===== src/rtl/video_crop.sv =====
// -----------------------------------------------------------------------------
// video_crop
//
// Crops a rectangular window out of a raw video stream. A pixel is kept when
// its column lies in [X_START, X_START+X_WIDTH) and its line lies in
// [Y_START, Y_START+Y_HEIGHT). Kept pixels appear one cycle after their input
// cycle. Sync signals are delayed by the same single cycle.
//
// Optional feature (macro VIDEO_CROP_MEAS_EN): frame geometry measurement.
// When the macro is defined, the block reports the line width and frame height
// of the last complete frame and flags frames smaller than the crop window.
// When it is undefined, the measurement ports are tied to 0.
//
// Ports
//   vin_clk      in   1          pixel clock (only clock)
//   rst          in   1          asynchronous active-high reset
//   vin_vs       in   1          vertical sync, rising edge = frame start
//   vin_hs       in   1          horizontal sync, delayed only
//   vin_de       in   1          data enable, one pixel per cycle
//   vin_yc       in   16         pixel data
//   vout_de      out  1          cropped data enable
//   vout_vs      out  1          vin_vs delayed 1 cycle
//   vout_hs      out  1          vin_hs delayed 1 cycle
//   vout_yc      out  16         cropped pixel data, 0 when vout_de low
//   meas_width   out  CNT_WIDTH  active pixels per line, last complete frame
//   meas_height  out  CNT_WIDTH  active lines, last complete frame
//   crop_err     out  1          last measured frame smaller than crop window
//
// Handshake: none. The stream has no backpressure; vin_de qualifies each
// cycle's pixel and vout_de qualifies each output cycle.
// -----------------------------------------------------------------------------
module video_crop #(
    parameter int X_START   = 0,
    parameter int X_WIDTH   = 1280,
    parameter int Y_START   = 0,
    parameter int Y_HEIGHT  = 720,
    parameter int CNT_WIDTH = 12
) (
    input  logic                 vin_clk,
    input  logic                 rst,
    input  logic                 vin_vs,
    input  logic                 vin_hs,
    input  logic                 vin_de,
    input  logic [15:0]          vin_yc,
    output logic                 vout_de,
    output logic                 vout_vs,
    output logic                 vout_hs,
    output logic [15:0]          vout_yc,
    output logic [CNT_WIDTH-1:0] meas_width,
    output logic [CNT_WIDTH-1:0] meas_height,
    output logic                 crop_err
);

    typedef enum logic {
        WAIT_VS = 1'b0,
        ACTIVE  = 1'b1
    } state_t;

    // Window bounds one bit wider than the counters so X_START+X_WIDTH can
    // reach 2^CNT_WIDTH without overflowing.
    localparam logic [CNT_WIDTH:0] X_LO = (CNT_WIDTH+1)'(X_START);
    localparam logic [CNT_WIDTH:0] X_HI = (CNT_WIDTH+1)'(X_START + X_WIDTH);
    localparam logic [CNT_WIDTH:0] Y_LO = (CNT_WIDTH+1)'(Y_START);
    localparam logic [CNT_WIDTH:0] Y_HI = (CNT_WIDTH+1)'(Y_START + Y_HEIGHT);

    localparam logic [CNT_WIDTH-1:0] CNT_MAX = {CNT_WIDTH{1'b1}};
    localparam logic [CNT_WIDTH-1:0] CNT_ONE = {{(CNT_WIDTH-1){1'b0}}, 1'b1};

    function automatic logic [CNT_WIDTH-1:0] sat_inc(input logic [CNT_WIDTH-1:0] v);
        return (v == CNT_MAX) ? v : v + CNT_ONE;
    endfunction

    state_t               state;
    state_t               state_nxt;
    logic                 vs_d;
    logic                 de_d;
    logic                 vs_rise;
    logic                 de_fall;
    logic [CNT_WIDTH-1:0] x;
    logic [CNT_WIDTH-1:0] y;
    logic [CNT_WIDTH-1:0] x_cur;
    logic [CNT_WIDTH-1:0] y_cur;
    logic [CNT_WIDTH:0]   x_lo;
    logic [CNT_WIDTH:0]   x_hi;
    logic [CNT_WIDTH:0]   y_lo;
    logic [CNT_WIDTH:0]   y_hi;
    logic                 keep;

    assign x_lo = X_LO;
    assign x_hi = X_HI;
    assign y_lo = Y_LO;
    assign y_hi = Y_HI;

    assign vs_rise = vin_vs & ~vs_d;
    assign de_fall = ~vin_de & de_d;

    // -------------------------------------------------------------------------
    // Edge-detect history. vs_d resets high so a vin_vs already high while
    // reset is released is not mistaken for a frame start: cropping only
    // resumes after vin_vs has been seen low and then high again.
    // -------------------------------------------------------------------------
    always_ff @(posedge vin_clk or posedge rst) begin
        if (rst) begin
            vs_d <= 1'b1;
            de_d <= 1'b0;
        end else begin
            vs_d <= vin_vs;
            de_d <= vin_de;
        end
    end

    // -------------------------------------------------------------------------
    // State register
    // -------------------------------------------------------------------------
    always_ff @(posedge vin_clk or posedge rst) begin
        if (rst) begin
            state <= WAIT_VS;
        end else begin
            state <= state_nxt;
        end
    end

    // -------------------------------------------------------------------------
    // Next state and keep decision. A frame-start edge clears the counters
    // before the coincident pixel is judged, so that pixel sits at x=0, y=0
    // and is already eligible even though the state only turns ACTIVE on
    // the following cycle.
    // -------------------------------------------------------------------------
    always_comb begin
        state_nxt = state;
        keep      = 1'b0;
        x_cur     = x;
        y_cur     = y;
        if (vs_rise) begin
            x_cur = '0;
            y_cur = '0;
        end
        case (state)
            WAIT_VS: if (vs_rise) state_nxt = ACTIVE;
            ACTIVE:  state_nxt = ACTIVE;
            default: state_nxt = WAIT_VS;
        endcase
        if ((state == ACTIVE || vs_rise) && vin_de &&
            ({1'b0, x_cur} >= x_lo) && ({1'b0, x_cur} < x_hi) &&
            ({1'b0, y_cur} >= y_lo) && ({1'b0, y_cur} < y_hi)) begin
            keep = 1'b1;
        end
    end

    // -------------------------------------------------------------------------
    // Column / line counters, saturating. x holds the index of the pixel in
    // the current cycle; after a line ends it is cleared by the de fall.
    // -------------------------------------------------------------------------
    always_ff @(posedge vin_clk or posedge rst) begin
        if (rst) begin
            x <= '0;
            y <= '0;
        end else begin
            if (vs_rise) begin
                x <= vin_de ? CNT_ONE : '0;
            end else if (vin_de) begin
                x <= sat_inc(x);
            end else if (de_fall) begin
                x <= '0;
            end

            if (vs_rise) begin
                y <= '0;
            end else if (de_fall) begin
                y <= sat_inc(y);
            end
        end
    end

    // -------------------------------------------------------------------------
    // Output registers: one cycle of latency for data and syncs alike.
    // -------------------------------------------------------------------------
    always_ff @(posedge vin_clk or posedge rst) begin
        if (rst) begin
            vout_de <= 1'b0;
            vout_vs <= 1'b0;
            vout_hs <= 1'b0;
            vout_yc <= 16'h0000;
        end else begin
            vout_de <= keep;
            vout_vs <= vin_vs;
            vout_hs <= vin_hs;
            vout_yc <= keep ? vin_yc : 16'h0000;
        end
    end

`ifdef VIDEO_CROP_MEAS_EN
    // -------------------------------------------------------------------------
    // Frame measurement. last_x remembers the width of the most recently
    // completed line, since x itself is cleared when the line ends. If a line
    // ends on the very cycle of the frame-start edge, the live counters are
    // used so that line is still accounted to the frame it belongs to.
    // -------------------------------------------------------------------------
    logic [CNT_WIDTH-1:0] last_x;
    logic [CNT_WIDTH-1:0] mw_q;
    logic [CNT_WIDTH-1:0] mh_q;
    logic                 err_q;
    logic [CNT_WIDTH-1:0] w_new;
    logic [CNT_WIDTH-1:0] h_new;

    assign w_new = de_fall ? x : last_x;
    assign h_new = de_fall ? sat_inc(y) : y;

    always_ff @(posedge vin_clk or posedge rst) begin
        if (rst) begin
            last_x <= '0;
            mw_q   <= '0;
            mh_q   <= '0;
            err_q  <= 1'b0;
        end else begin
            if (de_fall) begin
                last_x <= x;
            end
            // The first edge after reset only starts a frame; there is no
            // complete frame to report until the second one.
            if (vs_rise && state == ACTIVE) begin
                mw_q  <= w_new;
                mh_q  <= h_new;
                err_q <= ({1'b0, w_new} < x_hi) | ({1'b0, h_new} < y_hi);
            end
        end
    end

    assign meas_width  = mw_q;
    assign meas_height = mh_q;
    assign crop_err    = err_q;
`else
    assign meas_width  = '0;
    assign meas_height = '0;
    assign crop_err    = 1'b0;
`endif

endmodule


===== config.mk =====
export PLATFORM = sky130hd
export DESIGN_NAME = video_crop
export DESIGN_NICKNAME = d
export VERILOG_FILES = /design/src/rtl/video_crop.sv
export SDC_FILE = /design/constraint.sdc
export NUM_CORES = 1
export LEC_CHECK = 0
export CORE_MARGIN = 2
export CORE_UTILIZATION = 50
export CTS_CLUSTER_SIZE = 16
export DETAILED_ROUTE_END_ITERATION = 12
export GPL_ROUTABILITY_DRIVEN = 0
export PLACE_DENSITY = 0.86
export SETUP_SLACK_MARGIN = 0.05
export SYNTH_ARGS = -nofsm -noshare
export SYNTH_HDL_FRONTEND = slang
export SYNTH_SLANG_ARGS = --single-unit

===== constraint.sdc =====
create_clock -name vin_clk -period 3.4 [get_ports vin_clk]
set_clock_uncertainty 0.05 [all_clocks]
set_input_delay 0.34 -clock vin_clk [delete_from_list [all_inputs] [get_ports vin_clk]]
set_output_delay 0.34 -clock vin_clk [all_outputs]
set_load 0.03 [all_outputs]

==> flow_metrics.py, run 1 <==
metrics = {
    "drt": {
        "finalWirelength_mm": 4.11,
        "num_vias": 1607,
        "dr.first_iter.drc_count": 71,
        "drc": 0,
        "drt_pass1_iterations": 4,
        "viasPerCell": 5.15,
        "ant_nets": 0,
        "avgRoutedWirePerCell_um": 13.2,
    },
    "floorplanning": {
        "start_util": 0.515,
        "die_x_um": 70.8,
        "num_io_pins": 65,
        "core_area_sq_mm": 0.00432,
        "num_rows": 24,
        "die_h_um": 70.8,
        "die-area_sq_mm": 0.00501,
    },
    "clock_network": {
        "clock_sinks": 46,
        "cts_setup_buffers": 0,
        "clk-insertion-delay-late_ns": 0.30,
        "ctsHoldBuffers": 0,
        "cts_tree": "done",
        "clock-root-buffer": "clkbuf_8",
        "cts_max_level": 2,
        "clk_pin_slew_worst_paths_ns": 0.08,
        "cts_buffers": 5,
        "cts_resized": 0,
        "cts_buffer_depth": 2,
    },
    "final_layout": {
        "syn_to_final_growth_pct": 19.9,
        "drive_above_1_share": 0.0769,
        "fillers": 359,
        "stdcell_count": 312,
        "nNetsFinal": 282,
        "fin_area_sq_mm": 0.00267,
        "diodes": 0,
    },
    "power": {
        "seqPwrFrac": 0.542,
        "switching_share": 0.279,
        "powerDensity_mw_per_mm2": 405,
        "p_sw_w": 0.000301,
        "leakage_nw": 1.15,
        "pwr-share-clk": 0.297,
        "power.internal_w": 0.000780,
        "vdd_drop_max_uv": 304,
        "pwr-share-comb": 0.161,
    },
    "place": {
        "hpwl_mm": 3.06,
        "placed_cells": 304,
        "place.port_buffers": 39,
        "placed_area_sq_mm": 0.00259,
        "dp_slack_ns": 1.30,
    },
    "yosys": {
        "synth_area_leader_cell": "dfrtp_1",
        "syn_inst": 215,
        "syn_area_sq_mm": 0.00223,
        "yosysSeqAreaShare": 0.517,
        "synth_edf_count": 0,
        "synth_area_per_cell_sq_um": 10.4,
        "synth_top_area_frac": 0.505,
        "synthTopCellsByArea": "dfrtp_1 (51%), buf_4 (8.4%), and2_1 (4.5%), xnor2_1 (3.1%), nor2_1 (3.0%)",
        "ys.flop_type": "dfrtp_1",
        "ys_types": 42,
        "ys_top_cells_by_count": "dfrtp_1 (45), buf_4 (25), nor2_1 (18), and2_1 (16), nand2_1 (16)",
        "yosys_warnings": 0,
        "ys_ff_latch": 46,
        "synth_most_common_cell": "dfrtp_1",
        "synth-async-reset-ratio": 1.00,
    },
    "worst_setup_path": {
        "rrSetupSlack_ns": 1.53,
        "cp-start-kind": "flip-flop",
        "crit_type": "reg -> reg",
        "critPathCaptureType": "flip-flop",
        "crit_fanout": 5,
        "arrival_ns": 2.00,
        "required_ns": 3.54,
    },
    "timing": {
        "rsz0062_at_grt": "no",
        "post-route-period-util": 0.549,
        "fin_tns_setup_ns": 0,
        "slew_headroom": 0.617,
        "fin_crit_ns": 1.87,
        "holdWs_ns": 0.278,
        "setup_ws_ns": 1.53,
        "finalHoldViolations": 0,
        "slew_viol_final": 0,
        "finalSetupViolations": 0,
        "worstMarginPinSlew_ns": 0.571,
        "max_freq_mhz": 536,
    },
    "global_route": {
        "grt_pass1_vias": 1566,
        "track_usage": 0.181,
        "grt_pass1_wl_mm": 7.20,
        "grt_max_degree": 31,
        "grt-ovfl-total": 0,
        "grt_antenna_before_repair": 0,
    },
    "worst_hold_path": {
        "hold_path_class": "in -> async",
    },
    "flow_run": {
        "drv_cap": 0,
    },
    "run_status": {
        "status": "finished clean",
    },
}
-- layer usage --
metal  global-route usage  share of wire
met1                0.224           0.43
met3               0.0584          0.044
met2                0.310           0.51
met4               0.0440          0.013
met5                    0              0
-- worst max-delay path: stages (launching register included) --
cell     delay [ns]
dfrtp_1        0.42
ha_1           0.23
nand3_2        0.14
or4_4          0.56
nor2b_4        0.17
a22o_1         0.19
-- cells by family (layout without fill, tap and decap cells) --
logic type,after synthesis,count (layout),share of synthesized area
mux,1,1,0.00449
buf+inv,29,50,0.0921
simple gates,95,95,0.243
flops,46,46,0.517
other cells,1,25,0.00168
fa+ha+maj,2,2,0.0112
compound gates,31,31,0.0910
xor+xnor,10,10,0.0393
-- area by class of cell --
cell class                      instances  area, sq um  share of cell area
Timing Repair Buffer                   41          405               0.152
Clock inverter                          1         7.51             0.00281
Inverter                                1         3.75             0.00141
Sequential cell                        46         1150               0.431
Multi-Input combinational cell        164          961               0.360
Clock buffer                            7         76.3              0.0286
Tap cell                               52         65.1              0.0244
-- worst paths after layout --
path,cells past startpoint,endpoint,startpoint
max,5,x[1]$_DFFE_PP0P_,x[0]$_DFFE_PP0P_
min,2,vout_yc[6]$_DFF_PP0_,rst
max reg2reg,5,x[1]$_DFFE_PP0P_,x[0]$_DFFE_PP0P_
min reg2reg,1,state$_DFF_PP0_,state$_DFF_PP0_
max in group asynchronous,3,vs_d$_DFF_PP1_,rst
min in group vin_clk,1,state$_DFF_PP0_,state$_DFF_PP0_
-- through the flow --
| stage | power (W) | utilization |
|---|---|---|
| after floorplan | 0.000730 | - |
| after global placement | 0.000769 | 0.598 |
| after detailed placement | 0.000773 | 0.598 |
| after CTS | 0.00109 | 0.618 |
| after global routing | 0.00113 | 0.618 |
| final | 0.00108 | 0.618 |
-- cell usage in the layout (no fill, tap or decap), types with 3 or more instances in the layout --
cell / synthesis / layout
nor4_1: 3 / 3
xnor2_1: 8 / 8
a31oi_1: 3 / 3
nand2_1: 16 / 16
clkbuf_8: 0 / 5
nor2_1: 18 / 18
nor3_1: 6 / 6
nand4_1: 3 / 3
nand2b_1: 4 / 4
o21ai_0: 12 / 12
and2_1: 16 / 16
o31ai_1: 4 / 4
dfrtp_1: 45 / 45
conb_1: 1 / 25
nand3_1: 13 / 13
a21oi_1: 3 / 3
clkdlybuf4s50_1: 0 / 39
-- state kept, by name, indices dropped and copies added (netlist names) --
signal / flops
vout_yc: 16
x: 12
y: 12
de_d: 1
state: 1
vout_de: 1
vout_hs: 1
vout_vs: 1
vs_d: 1
-- power by group through the flow --
stage	registers (W)	logic, W	clock network, W
2_1_floorplan	0.000620	0.000110	0
3_3_place_gp	0.000596	0.000172	0
3_5_place_dp	0.000598	0.000175	0
4_1_cts	0.000587	0.000176	0.000329
5_1_grt	0.000590	0.000189	0.000356
6_report	0.000587	0.000174	0.000321
Note: power is estimated with default switching activity, not from simulation.
==> run 2, diff against run 1 <==
--- a/config.mk
+++ b/config.mk
@@ -6,11 +6,11 @@
 export NUM_CORES = 1
 export LEC_CHECK = 0
 export CORE_MARGIN = 2
-export CORE_UTILIZATION = 50
+export CORE_UTILIZATION = 47
 export CTS_CLUSTER_SIZE = 16
 export DETAILED_ROUTE_END_ITERATION = 12
 export GPL_ROUTABILITY_DRIVEN = 0
-export PLACE_DENSITY = 0.86
+export PLACE_DENSITY = 0.81
 export SETUP_SLACK_MARGIN = 0.05
 export SYNTH_ARGS = -nofsm -noshare
 export SYNTH_HDL_FRONTEND = slang
==> constraint.sdc (replaced) <==
create_clock -name vin_clk -period 1.9 [get_ports vin_clk]
set_clock_uncertainty 0.05 [all_clocks]
set_input_delay 0.19 -clock vin_clk [delete_from_list [all_inputs] [get_ports vin_clk]]
set_output_delay 0.19 -clock vin_clk [all_outputs]
set_load 0.03 [all_outputs]
==> flow_metrics.py, run 2 (same netlist as run 1, synthesis figures left out) <==
metrics = {
    "worst_setup_path": {
        "r2r_start": "x[1]$_DFFE_PP0P_",
        "crit_fanout": 5,
        "required_ns": 2.04,
        "cp-start-kind": "flip-flop",
        "r2r_end": "x[1]$_DFFE_PP0P_",
        "arrival_ns": 1.85,
        "critPathCapture": "x[1]$_DFFE_PP0P_",
        "crit_chain": "ha_2 > nand3_2 > or4_4 > nor2b_4 > a22o_1",
        "reg2regPathDepth": 5,
        "rrSetupSlack_ns": 0.19,
        "cp_top_family": "simple AND/OR/NAND/NOR gates",
        "crit_start": "x[1]$_DFFE_PP0P_",
        "crit_type": "reg -> reg",
        "path_buf_inv": 0,
        "critPathCaptureType": "flip-flop",
        "crit_cells": 5,
        "max_stage_delay_ns": 0.46,
        "crit_path_top_delay_cell": "or4_4",
    },
    "clock_network": {
        "clk-insertion-delay-late_ns": 0.30,
        "cts_buffer_depth": 2,
        "clock_sinks": 46,
        "cts_tree": "done",
        "clock-root-buffer": "clkbuf_8",
        "cts_max_level": 2,
        "clk_pin_slew_worst_paths_ns": 0.09,
        "ctsHoldBuffers": 0,
        "cts_buffers": 5,
    },
    "power": {
        "pwr-share-comb": 0.154,
        "pwr-share-clk": 0.382,
        "switching_share": 0.254,
        "seqPwrFrac": 0.464,
        "power.internal_w": 0.00168,
        "powerDensity_mw_per_mm2": 798,
        "vdd_drop_max_uv": 537,
        "leakage_nw": 1.24,
        "p_sw_w": 0.000572,
    },
    "floorplanning": {
        "core_area_sq_mm": 0.00466,
        "num_io_pins": 65,
        "die-area_sq_mm": 0.00531,
        "die_h_um": 72.9,
        "start_util": 0.478,
        "die_x_um": 72.9,
        "num_rows": 25,
    },
    "drt": {
        "finalWirelength_mm": 4.39,
        "drt_pass1_iterations": 4,
        "num_vias": 1653,
        "dr.first_iter.drc_count": 147,
        "ant_nets": 0,
        "drc": 0,
        "avgRoutedWirePerCell_um": 13.5,
        "viasPerCell": 5.09,
    },
    "final_layout": {
        "regMostFlops": "vout_yc",
        "nNetsFinal": 293,
        "multi_input_area_sq_um": 963,
        "syn_to_final_growth_pct": 26.8,
        "post-route-util": 0.606,
        "diodes": 0,
        "final_common_cell": "dfrtp_1",
        "fillers": 375,
        "mostFrequentLayoutCells": "dfrtp_1 (45), clkdlybuf4s50_1 (39), conb_1 (25), nor2_1 (18)",
        "regArea_sq_mm": 0.00115,
        "top_regs": "vout_yc (16), x (12), y (12)",
        "drive_above_1_share": 0.129,
        "largest_reg_flops": 16,
    },
    "timing": {
        "fin_crit_ns": 1.71,
        "finalHoldViolations": 0,
        "finalSetupViolations": 0,
        "setup_ws_ns": 0.192,
        "rsz0062_at_grt": "no",
        "post-route-period-util": 0.899,
        "holdWs_ns": 0.128,
        "max_freq_mhz": 585,
        "fin_tns_setup_ns": 0,
        "slew_viol_final": 0,
    },
    "worst_hold_path": {
        "hold_path_class": "in -> async",
    },
    "run_status": {
        "status": "finished clean",
    },
    "global_route": {
        "grt-ovfl-total": 0,
        "grt_pass1_vias": 1658,
        "grt_pass1_wl_mm": 7.58,
        "grt_antenna_before_repair": 0,
        "grt_max_degree": 22,
        "track_usage": 0.185,
    },
    "place": {
        "place.port_buffers": 39,
        "dp_slack_ns": 0.0411,
        "hpwl_mm": 3.25,
    },
    "flow_run": {
        "drv_cap": 0,
    },
}
run 2: changes by cell type in the layout (fill, tap and decap cells not counted), sizes merged:
| cell | change |
|---|---|
| clkinvlp | -1 |
| clkbuf | -2 |
| buf | +11 |
| inv | +1 |
| bufinv | +2 |
run 2: worst min-delay path by stage:
stage / start / endpoint / slack, ns / depth (start not counted)
after floorplan: vin_vs / vs_d$_DFF_PP1_ / 0.14 / 0
after global routing: rst / vout_yc[14]$_DFF_PP0_ / 0.14 / 2
after global placement: state$_DFF_PP0_ / state$_DFF_PP0_ / 0.40 / 1
after CTS: rst / vout_yc[0]$_DFF_PP0_ / 0.13 / 2
after detailed placement: state$_DFF_PP0_ / state$_DFF_PP0_ / 0.40 / 1
final: rst / vout_yc[0]$_DFF_PP0_ / 0.13 / 2
run 2: final cells by class:
| type | count | share of cell area |
|---|---|---|
| Sequential cell | 46 | 0.408 |
| Multi-Input combinational cell | 164 | 0.341 |
| Timing Repair Buffer | 52 | 0.177 |
| Clock buffer | 5 | 0.0244 |
| Clock inverter | 3 | 0.0244 |
| Tap cell | 54 | 0.0239 |
| Inverter | 1 | 0.00133 |
run 2: metal layers:
| metal | part of all wire | global-route usage | vias up | wire length [um] |
|---|---|---|---|---|
| li1 | - | - | 803 | - |
| met1 | 0.40 | 0.236 | 769 | 1770 |
| met2 | 0.49 | 0.294 | 72 | 2160 |
| met3 | 0.090 | 0.0704 | 9 | 393 |
| met4 | 0.015 | 0.0576 | 0 | 65 |
| met5 | 0 | 0 | - | 0 |
run 2: worst register-to-register path, stage by stage (launching register included):
cell and delay (ns):
dfrtp_1 0.38, ha_2 0.21, nand3_2 0.13, or4_4 0.46, nor2b_4 0.17, a22o_1 0.19
run 2: through the flow:
step	cells	cell area, sq um	total power, W
after floorplan	239	2320	0.00131
after global placement	314	2660	0.00139
after detailed placement	314	2660	0.00140
after CTS	323	2810	0.00226
after global routing	325	2830	0.00235
final	325	2830	0.00226
run 2: what timing repair did:
item,in CTS,in global routing
buffers inserted,1,2
pin swaps,0,1
cloned,0,0
endpoints found under the setup margin,2,6
resized for setup,1,0
endpoints found under the hold margin,0,0
run 2: power by group through the flow:
stage | Clock (W) | Sequential (W) | Combinational, W
2_1_floorplan | 0 | 0.00111 | 0.000197
3_3_place_gp | 0 | 0.00107 | 0.000322
3_5_place_dp | 0 | 0.00107 | 0.000329
4_1_cts | 0.000877 | 0.00105 | 0.000338
5_1_grt | 0.000924 | 0.00105 | 0.000373
6_report | 0.000862 | 0.00105 | 0.000347
